===== src/rtl/seg_display_scanner_pkg.sv =====
// Shared digit-slot encodings and anode lookup for the seven-segment scanner.
package seg_display_scanner_pkg;

    typedef enum logic [1:0] {
        DIG0 = 2'd0,
        DIG1 = 2'd1,
        DIG2 = 2'd2,
        DIG3 = 2'd3
    } dig_e;

    localparam logic [3:0] ANODES_OFF = 4'b1111;

    function automatic logic [3:0] anode_sel(input dig_e dig);
        logic [3:0] an_sel;
        case (dig)
            DIG0:    an_sel = 4'b1110;
            DIG1:    an_sel = 4'b1101;
            DIG2:    an_sel = 4'b1011;
            default: an_sel = 4'b0111;
        endcase
        return an_sel;
    endfunction

endpackage


===== src/rtl/seg_display_scanner_prescaler.sv =====
// Slot-rate prescaler: counts 0..REFRESH_DIV-1 and flags the last count.
// tick is combinational from the counter register, so it never sees input paths.
module seg_refresh_prescaler #(
    parameter int REFRESH_DIV = 100000,
    parameter int CNT_W       = 17
) (
    input  logic clk,
    input  logic reset,
    output logic tick
);

    localparam logic [CNT_W-1:0] LAST_CNT = CNT_W'(REFRESH_DIV - 1);

    logic [CNT_W-1:0] cnt_q;
    logic [CNT_W-1:0] cnt_d;

    assign tick  = (cnt_q == LAST_CNT);
    assign cnt_d = tick ? '0 : cnt_q + 1'b1;

    always_ff @(posedge clk or posedge reset) begin
        if (reset) begin
            cnt_q <= '0;
        end else begin
            cnt_q <= cnt_d;
        end
    end

endmodule


===== src/rtl/seg_display_scanner.sv =====
// Four-digit time-multiplexed hex scanner with shadow/display double buffering.
// Define SEG_LEADING_ZERO_BLANK_EN to darken leading zero digits (digit 0 always lit).
module seg_display_scanner
    import seg_display_scanner_pkg::*;
#(
    parameter int REFRESH_DIV = 100000,
    parameter int CNT_W       = 17
) (
    input  logic        clk,
    input  logic        reset,
    input  logic        load,
    input  logic [15:0] data_in,
    input  logic        blank,
    output logic [3:0]  hex_out,
    output logic [3:0]  an,
    output logic        frame_done
);

    logic        tick;
    dig_e        state_q;
    dig_e        state_d;
    logic [15:0] shadow_q;
    logic [15:0] disp_q;
    logic        pending_q;
    logic        frame_done_q;
    logic [3:0]  an_lit;

    seg_refresh_prescaler #(
        .REFRESH_DIV (REFRESH_DIV),
        .CNT_W       (CNT_W)
    ) u_prescaler (
        .clk   (clk),
        .reset (reset),
        .tick  (tick)
    );

    assign state_d = tick ? dig_e'(state_q + 2'd1) : state_q;

    // A load coinciding with the frame wrap must keep pending set so the new
    // shadow value is picked up at the following wrap.
    always_ff @(posedge clk or posedge reset) begin
        if (reset) begin
            state_q      <= DIG0;
            shadow_q     <= '0;
            disp_q       <= '0;
            pending_q    <= 1'b0;
            frame_done_q <= 1'b0;
        end else begin
            state_q      <= state_d;
            frame_done_q <= 1'b0;
            if (load) begin
                shadow_q  <= data_in;
                pending_q <= 1'b1;
            end
            if (tick && (state_q == DIG3)) begin
                frame_done_q <= 1'b1;
                if (pending_q) begin
                    disp_q <= shadow_q;
                    if (!load) begin
                        pending_q <= 1'b0;
                    end
                end
            end
        end
    end

    assign hex_out    = disp_q[{state_q, 2'b00} +: 4];
    assign frame_done = frame_done_q;

`ifdef SEG_LEADING_ZERO_BLANK_EN
    always_comb begin
        an_lit = anode_sel(state_q);
        if ((state_q != DIG0) && ((disp_q >> {state_q, 2'b00}) == 16'h0000)) begin
            an_lit = ANODES_OFF;
        end
    end
`else
    always_comb begin
        an_lit = anode_sel(state_q);
    end
`endif

    assign an = blank ? ANODES_OFF : an_lit;

endmodule


===== config.mk =====
export PLATFORM = sky130hd
export DESIGN_NAME = seg_display_scanner
export DESIGN_NICKNAME = d
export VERILOG_FILES = /design/src/rtl/seg_display_scanner_pkg.sv /design/src/rtl/seg_display_scanner_prescaler.sv /design/src/rtl/seg_display_scanner.sv
export SDC_FILE = /design/constraint.sdc
export NUM_CORES = 1
export LEC_CHECK = 0
export ABC_AREA = 1
export CAP_MARGIN = 15
export CORE_ASPECT_RATIO = 0.75
export CORE_MARGIN = 8
export CORE_UTILIZATION = 48
export CTS_CLUSTER_SIZE = 8
export DETAILED_ROUTE_END_ITERATION = 12
export GPL_ROUTABILITY_DRIVEN = 0
export GPL_TIMING_DRIVEN = 0
export PLACE_DENSITY = 0.78
export REMOVE_ABC_BUFFERS = 1
export SETUP_SLACK_MARGIN = 0.3
export SLEW_MARGIN = 10
export SYNTH_ARGS = -nofsm -noshare
export SYNTH_HDL_FRONTEND = slang
export SYNTH_SLANG_ARGS = --single-unit

===== constraint.sdc =====
create_clock -name clk -period 1.7 [get_ports clk]
set_clock_uncertainty 0.05 [all_clocks]
set_input_delay 0.255 -clock clk [delete_from_list [all_inputs] [get_ports clk]]
set_output_delay 0.255 -clock clk [all_outputs]
set_load 0.02 [all_outputs]

==> results of run 1 <==
[power by group through the flow]
| stage | clock network (W) | logic, W | registers, W |
|---|---|---|---|
| 2_1_floorplan | 0 | 0.0000554 | 0.00133 |
| 3_3_place_gp | 0 | 0.000119 | 0.00133 |
| 3_5_place_dp | 0 | 0.000127 | 0.00134 |
| 4_1_cts | 0.000749 | 0.000127 | 0.00131 |
| 5_1_grt | 0.000811 | 0.000146 | 0.00132 |
| 6_report | 0.000750 | 0.000129 | 0.00131 |
[metrics by stage]
| stage | util (%) | std cells | worst slack (ns) | TNS (ns) | hold WS, ns |
|---|---|---|---|---|---|
| final | 71.4 | 455 | 0.000292 | 0 | 0.159 |
| after global routing | 71.4 | 455 | -0.0412 | -0.205 | 0.200 |
| after CTS | 63.4 | 435 | 0.0774 | 0 | 0.171 |
| after detailed placement | 55.6 | 405 | -0.580 | -16.73 | 0.404 |
| after global placement | 55.2 | 404 | -0.873 | -61.74 | 0.399 |
| after floorplan | - | 301 | 0.0840 | 0 | 0.317 |
[critical path, cell delays in order (launching register included)]
cell      delay, ns
dfrtp_2        0.49
clkinv_4       0.15
o21ai_1        0.20
o22ai_2        0.08
buf_4          0.16
[synthesized netlist by cell type, types with 2 or more instances]
library cell / instances / share of area, %
dfrtp_1: 53 / 51
clkbuf_1: 5 / 0.72
nand2_1: 111 / 16
ha_1: 5 / 2.4
nor2_1: 31 / 4.5
inv_2: 5 / 0.72
nor2_8: 2 / 1.5
nand3_4: 2 / 1.3
o21ai_0: 10 / 1.9
o22ai_1: 4 / 0.96
xor2_1: 10 / 3.4
nand3_1: 7 / 1.3
nand4_1: 20 / 4.8
buf_2: 3 / 0.58
nor2_2: 3 / 0.72
clkinv_1: 2 / 0.29
inv_1: 20 / 2.9
buf_4: 2 / 0.58
nor3_1: 9 / 1.7
[layer usage]
layer | share of wire, % | vias up | GRT usage (%) | wire length (µm)
li1 | - | 1133 | - | -
met1 | 40 | 1243 | 23.1 | 3180
met2 | 49 | 149 | 26.7 | 3910
met3 | 8.1 | 28 | 3.31 | 644
met4 | 3.4 | 0 | 8.59 | 273
met5 | 0 | - | 0 | 0
[flip-flops by register name, summed over array words and instances (netlist names)]
name               count
state_q                2
frame_done             1
u_prescaler.cnt_q     17
disp_q                16
pending_q              1
shadow_q              16
[worst max path at each step]
| stage | start | end | depth (start not counted) |
|---|---|---|---|
| after floorplan | u_prescaler.cnt_q[0] | disp_q[0] | 8 |
| after global placement | reset | shadow_q[4] | 2 |
| after detailed placement | state_q[0] | an[3] | 3 |
| after CTS | state_q[0] | hex_out[3] | 4 |
| after global routing | u_prescaler.cnt_q[13] | disp_q[9] | 8 |
| final | state_q[0] | hex_out[0] | 4 |
[repair_timing]
action | CTS | global route
cloned | 2 | 0
endpoints found under the hold margin | 0 | 0
pin swaps | 18 | 25
hold buffers | 0 | 0
setup endpoints to repair | 57 | 59
buffers inserted | 20 | 20
resized for setup | 93 | 83
[final cells by class]
type                            instances  area, µm²  area share (%)
Multi-Input combinational cell        223       1440            38.2
Inverter                               27        118            3.11
Sequential cell                        53       1330            35.3
Clock buffer                            6       82.6            2.19
Tap cell                               75       93.8            2.48
Clock inverter                          2       13.8           0.364
Timing Repair Buffer                   69        693            18.3
[cell families (layout without fill, tap and decap cells)]
| logic type | after synthesis | in the layout |
|---|---|---|
| flops | 53 | 53 |
| buf+inv | 38 | 104 |
| fa+ha+maj | 5 | 5 |
| compound gates | 16 | 16 |
| xor+xnor | 11 | 11 |
| simple gates | 189 | 191 |
==> impl.org, run 1 <==
** Place
- Number of buffer cells added on primary ports :: 28
- The HPWL after detailed placement is around 3900 µm.
- Cell area reported after detailed placement :: about 0.0029 mm²

** Yosys
- In this run, synthesis inferred 0 flip-flops with an integrated enable.
- Sequential share of the synthesized area :: between 50% and 60%
- After synthesis, the largest family of logic cells by area is simple AND/OR/NAND/NOR gates.
- Synthesis produced between 300 and 400 cells.
- The synthesized netlist devotes approximately 2.4% of its cell area to adder and majority cells.
- Of the post-synthesis cell area, the part taken by muxes is 0%.
- The Yosys step of the flow raised 0 warnings.
- Most frequently used flop master after synthesis :: dfrtp_1
- Area of the mapped netlist :: around 0.0026 mm²
- Summing the areas of all and, or, nand and nor instances in the mapped netlist gives about a third of the synthesized area.
- Summing the areas of all xor and xnor instances in the mapped netlist gives around 3.7% of the synthesized area.
- For this run, asynchronously set or reset flops after synthesis account for 100%.
- The synthesized design contains 53 register bits.
- Dividing the synthesized area by the synthesized cell count gives approximately 8.4 µm².
- Complex-gate fraction of the synthesized area :: around 3.4%
- Number of library cell types mapped by synthesis :: 27

** Routing
- The detailed router finished its first iteration with 270 violations.
- Antenna Violating Nets Remaining :: 0
- For this run, the detailed router's first-pass iteration total came to 5.
- DR DRC count :: 0
- Per-cell via count in the routed design :: ~5.6
- Routed len/inst :: roughly 18 µm
- Overall routed net length :: between 7000 and 8000 µm
- Across all layers, the routed design uses roughly 2600 vias.

** Die
- The total area inside the core boundary comes to 0.00530 mm².
- Number of placement rows :: 23
- Measured along the y axis, the die boundary spans between 70 and 80 µm.
- Full die area :: between 0.008 and 0.009 mm²
- The die is 101 µm wide.
- Io pins :: 29
- Once the floorplan was initialized, standard cells occupied 49.2% of the core.

** STA
- Highest Clock Rate :: between 0.5 and 0.6 GHz
- Least-Margin Pin Slew :: roughly 0.83 ns
- Post-layout minimum cycle time :: between 1.5 and 2 ns
- The number of max-slew violations in the final report was 0.
- Headroom to the max-slew limit came out at 44.6%.
- Number of failing setup endpoints in the final timing report :: 0
- Setup repair after global routing could not meet its margin everywhere.
- Share of the cycle needed by the critical path after routing :: 100%
- Hold Vio Cnt, Final :: 0

** Final layout
- Final antenna diode count :: 0
- Most common cell after layout, fill and taps aside :: nand2_1
- Relative to the synthesized area, the layout overhead comes to 44.9%.
- Leaving out fill and tap cells, the most frequent cells in the layout are 81 x nand2_1, 47 x dfrtp_1, 28 x nand2_2, 23 x buf_4, 22 x nor2_1.
- With fillers left out, the area of the finished cells amounts to 0.00378 mm².
- Fillers :: about 350
- Fraction of final layout cells sized beyond drive strength 1 :: 39.2%
- # nets final :: 404

** Worst setup path
- The worst register-to-register path begins at u_prescaler.cnt_q[13].
- Critical path class :: reg -> out
- Arrival time worst endpoint :: between 1 and 1.5 ns
- Crit. End Element :: primary output
- Setup slack on the worst reg-to-reg path comes out at around 0.03 ns.
- The number of cells on the worst reg-to-reg path is 8.
- Sort of element at the start of the critical path :: flip-flop
- For the worst setup path, the data required time is ~1.4 ns.
- Along the worst path, the maximum fanout reaches 10.
- Reg-to-Reg End :: disp_q[9]

** Clock tree
- H-Tree Level Count :: 2
- After clock tree synthesis, the clock-pin slew on the worst setup and hold paths is around 0.10 ns.
- Buffer type at the clock tree root :: clkbuf_8
- CTS saw 53 sinks.
- TritonCTS created 5 clock buffers.
- At the later pin of the worst-skew pair, clock insertion delay measures around 0.31 ns.
- TritonCTS clock tree :: built
- Clk buf depth :: 2

** Min path
- Class of the worst hold path :: in -> async

** Power
- Dividing total power by cell area gives a power density of 580 mW/mm².
- Sequential share of power :: 59.9%
- Switching part of the total power :: a little under a quarter
- Net switching power of the design :: around 0.00051 W
- IR Drop Worst-Case VDD :: 432 µV
- Per report_power, the combinational group accounts for approximately 5.9% of the total.
- Internal power :: approximately 0.0017 W
- Tot Pwr :: roughly 0.0022 W
- The analysis attributes to cell leakage a power of around 1.9 nW.
- In this run, the clock network consumes about a third of the power.

** GRT
- Maximum number of pins on one net before global-route repair :: 41
- The number of antenna violations at the first check in global routing came to 0.
- Wire length of the first global-routing pass :: between 10000 and 15000 µm
- Final global-route overflow total :: 0
- Number of global-route vias before repair :: between 2000 and 2500
- Global routing used ~17% of the available tracks across all layers.

** Outcome
- Status :: complete, no violations

** Run
- # Max-Cap Violations :: 0
(Power assumes the default switching activity.)
==> inputs of run 2 (changes only) <==
--- a/config.mk
+++ b/config.mk
@@ -21,3 +21,4 @@
 export SYNTH_ARGS = -nofsm -noshare
 export SYNTH_HDL_FRONTEND = slang
 export SYNTH_SLANG_ARGS = --single-unit
+export TNS_END_PERCENT = 1
==> run 2 against run 1 <==
Compared with the run above: critical path type unchanged; worst hold slack improved by 0.0043 ns; fmax increased by 0.95%; core utilization decreased by 8.8 points; register-to-register slack improved by 0.06 ns; non-clock buffer count decreased by 27; sequential power about the same; critical path depth unchanged; sequential share of layout area increased by 4.8 points; flip-flop and latch count unchanged; largest cell class is now flip-flops and latches.
==> impl.org, run 2 (same netlist as run 1, synthesis figures left out) <==
** Outcome
- The flow ran to the end, and the final reports show no timing, DRC or antenna violations.

** Place
- The standard cell area after detailed placement was 0.00294 mm² (unchanged).
- The post-detailed-placement half-perimeter wirelength came to 3920 µm (unchanged).
- The cell count after placement is 405 (unchanged).
- The count of input and output buffers came to 28 (unchanged).

** Worst setup path
- Crit-path max FO :: 5 (-5)
- Arrival time worst endpoint :: 1.38 ns (about the same)
- The worst setup path is captured at a primary output.
- Sort of element at the start of the critical path :: flip-flop
- Worst endpoint required time :: 1.39 ns (about the same)
- Critical path class :: reg -> out

** Power
- IR Drop Worst-Case VDD :: 513 µV (+19%)
- The total power density per cell area was 656 mW/mm² (+13%).
- Leak pwr :: 1.71 nW (-11%)

** Die
- The die height was 79.8 µm (unchanged).
- The count of pins on the block boundary was 29 (unchanged).
- Effective utilization at floorplan :: 49.2% (unchanged)
- The core outline area was 0.00530 mm² (unchanged).
- Number of placement rows :: 23 (unchanged)
- The area of the die was 0.00807 mm² (unchanged).
- The width of the die came to 101 µm (unchanged).

** Min path
- The path class of the tightest hold or removal check is in -> async.

** Clock tree
- H-Tree Level Count :: 2 (unchanged)
- TritonCTS built the clock tree.
- The worst-case clock buffer depth is 2 (unchanged).
- Buffer type at the clock tree root :: clkbuf_8
- Clock latency on the worst-skew pair :: 0.30 ns (about the same)
- Number of CTS-inserted buffers :: 5 (unchanged)
- Register clock-pin slew on the reported worst setup and hold paths :: 0.10 ns (about the same)
- The total of hold buffers inserted after clock tree synthesis came to 0 (unchanged).
- Number of sinks driven by the clock tree :: 53 (unchanged)

** Routing
- The wire length per cell was 14.7 µm (-16%).
- The via count was 2210 (-13%).
- The post-detailed-routing wire length is 6310 µm (-21%).
- Per-cell via count in the routed design :: 5.15 (-8.2%)
- Initial DRT Pass Iterations :: 4 (-1)
- Antenna Violating Nets Remaining :: 0 (unchanged)
- The first-iteration detailed-routing DRC count is 162 (-40%).
- DR DRC count :: 0 (unchanged)

** GRT
- Number of global-route vias before repair :: 2126 (-6.5%)
- Maximum number of pins on one net before global-route repair :: 41 (unchanged)
- Initial antenna violation count :: 0 (unchanged)
- The first-pass GRT wire length is 10200 µm (-6.7%).
- The global-route congestion overflow total was 0 (unchanged).
- All-layer global routing usage :: 16.0% (-1.4 points)

** Run
- # Max-Cap Violations :: 0 (unchanged)

** STA
- The number of max-slew violations in the final report came to 0 (unchanged).
- Least-Margin Pin Slew :: 0.778 ns (-0.0521 ns)
- The shortest period the worst path allows was 1.68 ns (-0.0159 ns).
- Share of the cycle needed by the critical path after routing :: 99.0% (-0.94 points)
- The remaining max-slew budget at the tightest pin is 48.1% (+3.5 points).
- Number of failing setup endpoints in the final timing report :: 0 (unchanged)
- Hold Vio Cnt, Final :: 0 (unchanged)
- RSZ-0062 raised after global routing :: yes
- The accumulated negative setup slack was 0 ns (unchanged).
- Highest Clock Rate :: 0.594 GHz (+0.95%)

** Final layout
- The final non-filler cell total was 429 (-5.7%).
- Largest register by flop count :: u_prescaler.cnt_q
- The top cell types in the final layout, fill and taps aside, are 102 x nand2_1, 51 x dfrtp_1, 29 x nor2_1, 20 x nand4_1, 19 x clkdlybuf4s50_1.
- The number of flip-flops under the largest register name is 17 (unchanged).
- Relative area change from synthesis to final layout :: 27.0%
- Largest registers in the final layout :: u_prescaler.cnt_q x17, disp_q x16, shadow_q x16
- Leaving out fill and tap cells, the most frequent cell in the layout is nand2_1.
- Fraction of final layout cells sized beyond drive strength 1 :: 20.6% (-19 points)
- The net count reported at finish came to 378 (-6.4%).
- Final antenna diode count :: 0 (unchanged)
- Total non-filler cell area in the finished layout :: 0.00331 mm² (-12%)
## run 2: changes by cell type in the layout (fill, tap and decap cells not counted), sizes merged
| cell | before | now |
|---|---|---|
| buf | 49 | 22 |
| inv | 24 | 26 |
| clkbuf | 7 | 6 |
| clkdlybuf4s50 | 18 | 19 |
| clkinv | 5 | 4 |
## run 2: layout make-up
cell class | count | area [µm²]
Clock inverter | 2 | 13.8
Clock buffer | 6 | 82.6
Sequential cell | 53 | 1330
Tap cell | 75 | 93.8
Multi-Input combinational cell | 223 | 1250
Fill cell | 439 | 1980
Inverter | 27 | 110
Timing Repair inverter | 1 | 6.26
Timing Repair Buffer | 42 | 423
## run 2: critical path, stage by stage (launching register included)
cell     delay [ns]
dfrtp_2        0.51
buf_6          0.16
o21ai_2        0.05
o22ai_1        0.18
buf_4          0.17
## run 2: report_power, final
group	internal (W)	switching, W	total (W)
Combinational	0.0000601	0.0000650	0.000125
Sequential	0.00129	0.0000184	0.00131
Clock	0.000331	0.000406	0.000737
Total	0.00168	0.000489	0.00217
## run 2: timing repair
action | CTS | global route
buffers inserted | 11 | 2
setup endpoints to repair | 57 | 59
gates resized for setup | 42 | 49
pin swaps | 2 | 23
gates cloned | 2 | 1
## run 2: final timing paths
kind                            slack, ns           to        start  cells after the start
min in group clk                     0.42  shadow_q[0]   data_in[0]                      3
worst max register to register       0.09   disp_q[11]   state_q[0]                      6
worst max-delay path                 0.02   hex_out[3]   state_q[0]                      4
max in group asynchronous            0.93   state_q[0]        reset                      3
worst min register to register       0.43  shadow_q[1]  shadow_q[1]                      2
worst min-delay path                 0.16    disp_q[4]        reset                      2
## run 2: through the flow
stage / setup slack [ns] / utilization, % / power (W) / hold slack [ns]
after global routing: -0.0373 / 62.5 / 0.00227 / 0.202
after floorplan: 0.0840 / - / 0.00139 / 0.317
final: 0.0162 / 62.5 / 0.00217 / 0.163
after CTS: 0.0364 / 59.2 / 0.00219 / 0.171
after detailed placement: -0.580 / 55.6 / 0.00146 / 0.404
after global placement: -0.873 / 55.2 / 0.00145 / 0.399
## run 2: per-layer routing
layer	global-route usage (%)	vias up	wire (µm)
li1	-	1082	-
met1	22.0	1048	2910
met2	24.2	76	2890
met3	3.57	4	455
met4	5.48	0	48
met5	0	-	0
==> inputs of run 3 (changes only) <==
--- a/config.mk
+++ b/config.mk
@@ -16,7 +16,7 @@
 export GPL_TIMING_DRIVEN = 0
 export PLACE_DENSITY = 0.78
 export REMOVE_ABC_BUFFERS = 1
-export SETUP_SLACK_MARGIN = 0.3
+export SETUP_SLACK_MARGIN = 0.1
 export SLEW_MARGIN = 10
 export SYNTH_ARGS = -nofsm -noshare
 export SYNTH_HDL_FRONTEND = slang
==> run 3 against run 2 <==
Compared with the run above: non-clock buffer count fell by 2; critical path depth did not move; register-to-register slack barely moved; flip-flop and latch count did not move; die area did not move.
==> impl.org, run 3 (same netlist as run 1, synthesis figures left out) <==
** Routing
- Per-cell via count in the routed design :: 5.14 (-0.25%)
- The DRC violation count after routing came to 0 (unchanged).
- Antenna Violating Nets Remaining :: 0 (unchanged)
- Overall routed net length :: 6070 µm (-3.8%)
- Initial DRT Pass Iterations :: 4 (unchanged)
- DRC marker count from the first detailed-route iteration :: 150 (-7.4%)
- The wire length per cell came to 14.2 µm (-3.1%).
- The via count is 2189 (-0.95%).

** GRT
- The number of antenna violations at the first check in global routing was 0 (unchanged).
- Final global-route overflow total :: 0 (unchanged)
- Most used routing layer :: met2
- Wire length of the first global-routing pass :: 10100 µm (-0.13%)
- Number of global-route vias before repair :: 2120 (-0.28%)
- The fraction of met1 tracks used by global routing came to 22.0% (unchanged).
- The largest net degree at the start of global routing was 41 (unchanged).
- GR met2 Demand/Resource :: 24.2% (unchanged)
- All-layer global routing usage :: 16.0% (-0.019 points)
- The met3 demand-to-capacity share in global routing is 3.48% (-0.087 points).

** STA
- Final setup margin :: 0.0137 ns (-0.00248 ns)
- The total setup violations reported at the end of the flow was 0 (unchanged).
- The final cycle utilization of the critical path is 99.2% (+0.15 points).
- The slew at the pin closest to its max-slew limit is 0.785 ns (+0.00647 ns).
- The accumulated negative setup slack came to 0 ns (unchanged).
- Highest Clock Rate :: 0.593 GHz (-0.15%)
- Setup repair after global routing could not meet its margin everywhere.
- The shortest period the worst path allows was 1.69 ns (+0.00248 ns).
- The number of max-slew violations in the final report came to 0 (unchanged).
- The number of hold-slack violations in the final timing report was 0 (unchanged).
- The remaining max-slew budget at the tightest pin was 47.7% (-0.43 points).

** Place
- The post-detailed-placement half-perimeter wirelength came to 3920 µm (unchanged).
- Worst Setup Slack post-DPL :: -0.580 ns (unchanged)
- Number of buffer cells added on primary ports :: 28 (unchanged)

** Worst setup path
- Critical path class :: reg -> out
- Crit. End Element :: primary output
- Reg-to-reg setup timing slack :: 0.08 ns (about the same)
- Crit path max-delay cell type :: dfrtp_2
- Arrival time worst endpoint :: 1.38 ns (about the same)
- The startpoint identified for the worst register-to-register timing path is u_prescaler.cnt_q[14].
- The most numerous cell type found on the critical path is buf_4.
- Largest stage delay on the critical path :: 0.48 ns (-0.03 ns)
- Sort of element at the start of the critical path :: flip-flop
- The worst register-to-register path ends at pending_q.
- List of cells traversed by the critical path :: buf_4 > o21ai_0 > o22ai_1 > buf_4
- The top fanout value on the critical path is 5 (unchanged).
- The depth of the worst register-to-register path came to 9 (+3).
- The required time of the critical path came to 1.39 ns (about the same).

** Min path
- The tightest min-delay check is of the in -> async type.

** Final layout
- Register area :: 0.00133 mm² (unchanged)
- Number of flip-flops in the largest register :: 17 (unchanged)
- Most common cell after layout, fill and taps aside :: nand2_1
- The net count reported at finish is 375 (-0.79%).
- Core Util, Final :: 60.8% (-1.7 points)
- Counting flops per register, the top entry is u_prescaler.cnt_q.
- From synthesis to final layout, the design area changed by 23.5%.
- The area of the multi-input gates was 0.00121 mm² (-3.6%).
- Commonest cells after routing, fill and taps aside :: 105 x nand2_1, 51 x dfrtp_1, 31 x nor2_1, 20 x nand4_1, 19 x clkdlybuf4s50_1
- The count of filler cells inserted in the layout came to 470 (+7.1%).
- Final antenna diode count :: 0 (unchanged)
- Largest registers in the final layout :: u_prescaler.cnt_q x17, disp_q x16, shadow_q x16
- The fraction of layout cells with a size suffix above 1 came to 17.4% (-3.2 points).

** Outcome
- Status :: complete, no violations

** Power
- The total power density per cell area was 675 mW/mm² (+2.9%).
- The highest ir drop seen on vdd is 512 µV (about the same).
- The part of the power in registers came to 60.3% (about the same).
- Clock group share of total power :: 34.0% (about the same)
- Combinational fraction of design power :: 5.7% (about the same)
- The fraction of power spent switching nets came to 22.6% (+0.063 points).
- The internal power consumption was 0.00168 W (about the same).
- Leak pwr :: 1.67 nW (-2.1%)
- Net switching power of the design :: 0.000491 W (+0.37%)

** Run
- The max-cap violation count was 0 (unchanged).

** Clock tree
- The H-tree depth reported by CTS was 2 (unchanged).
- The clock slew at the register clock pins of the worst setup and hold paths came to 0.10 ns (about the same).
- The clock latency on the worst-skew pair came to 0.31 ns (about the same).
- The number of clock sinks is 53 (unchanged).
- The total clock buffers created by CTS is 5 (unchanged).
- The total of hold buffers inserted after clock tree synthesis came to 0 (unchanged).
- The worst-case clock buffer depth came to 2 (unchanged).
- The tree is rooted in a clkbuf_8.
- TritonCTS clock tree :: built

** Die
- Effective utilization at floorplan :: 49.2% (unchanged)
- The die height is 79.8 µm (unchanged).
- The count of pins on the block boundary came to 29 (unchanged).
- Area inside the core boundary :: 0.00530 mm² (unchanged)
- The number of standard-cell rows in the floorplan is 23 (unchanged).
- The area of the die came to 0.00807 mm² (unchanged).
- Die outline width :: 101 µm (unchanged)
run 3: final cells by class:
class                           count  share of cell area (%)
Clock buffer                        6                    2.56
Clock inverter                      2                   0.427
Inverter                           27                    3.42
Multi-Input combinational cell    223                    37.5
Sequential cell                    53                    41.3
Tap cell                           75                    2.91
Timing Repair Buffer               40                    11.9
run 3: power groups by stage:
| stage | Clock, W | Sequential [W] | Combinational [W] |
|---|---|---|---|
| 2_1_floorplan | 0 | 0.00133 | 0.0000554 |
| 3_3_place_gp | 0 | 0.00133 | 0.000119 |
| 3_5_place_dp | 0 | 0.00134 | 0.000127 |
| 4_1_cts | 0.000749 | 0.00131 | 0.000127 |
| 5_1_grt | 0.000812 | 0.00132 | 0.000145 |
| 6_report | 0.000739 | 0.00131 | 0.000125 |
run 3: worst max-delay path by stage:
stage	end	slack [ns]	cells past startpoint	start
2_1_floorplan	disp_q[0]	0.08	8	u_prescaler.cnt_q[0]
3_3_place_gp	shadow_q[4]	-0.87	2	reset
3_5_place_dp	an[3]	-0.58	3	state_q[0]
4_1_cts	an[2]	0.002	4	state_q[0]
5_1_grt	hex_out[0]	-0.04	4	state_q[0]
6_report	hex_out[3]	0.01	4	state_q[0]
run 3: metrics by stage:
stage / instances / power, W / cell area, µm² / hold slack [ns]
after detailed placement: 405 / 0.00146 / 2940 / 0.404
final: 426 / 0.00218 / 3220 / 0.159
after global routing: 426 / 0.00227 / 3220 / 0.202
after floorplan: 301 / 0.00139 / 2550 / 0.317
after CTS: 426 / 0.00219 / 3140 / 0.171
after global placement: 404 / 0.00145 / 2920 / 0.399
run 3: timing repair:
action,4_1_cts,5_1_grt
pin swaps,2,8
resized for setup,39,28
setup endpoints to repair,44,55
buffers inserted,11,0
gates cloned,2,0
run 3: worst max-delay path: cells and delay by family, from the launching register on:
family                 cells  cell delay [ns]
flip-flops                 1             0.48
buffers and inverters      2             0.34
AO/OA/AOI/OAI              2             0.24
run 3: per-layer routing:
metal	vias up	wire, µm
met4	0	51
met1	1031	2840
met3	4	400
li1	1084	-
met2	70	2780
met5	-	0
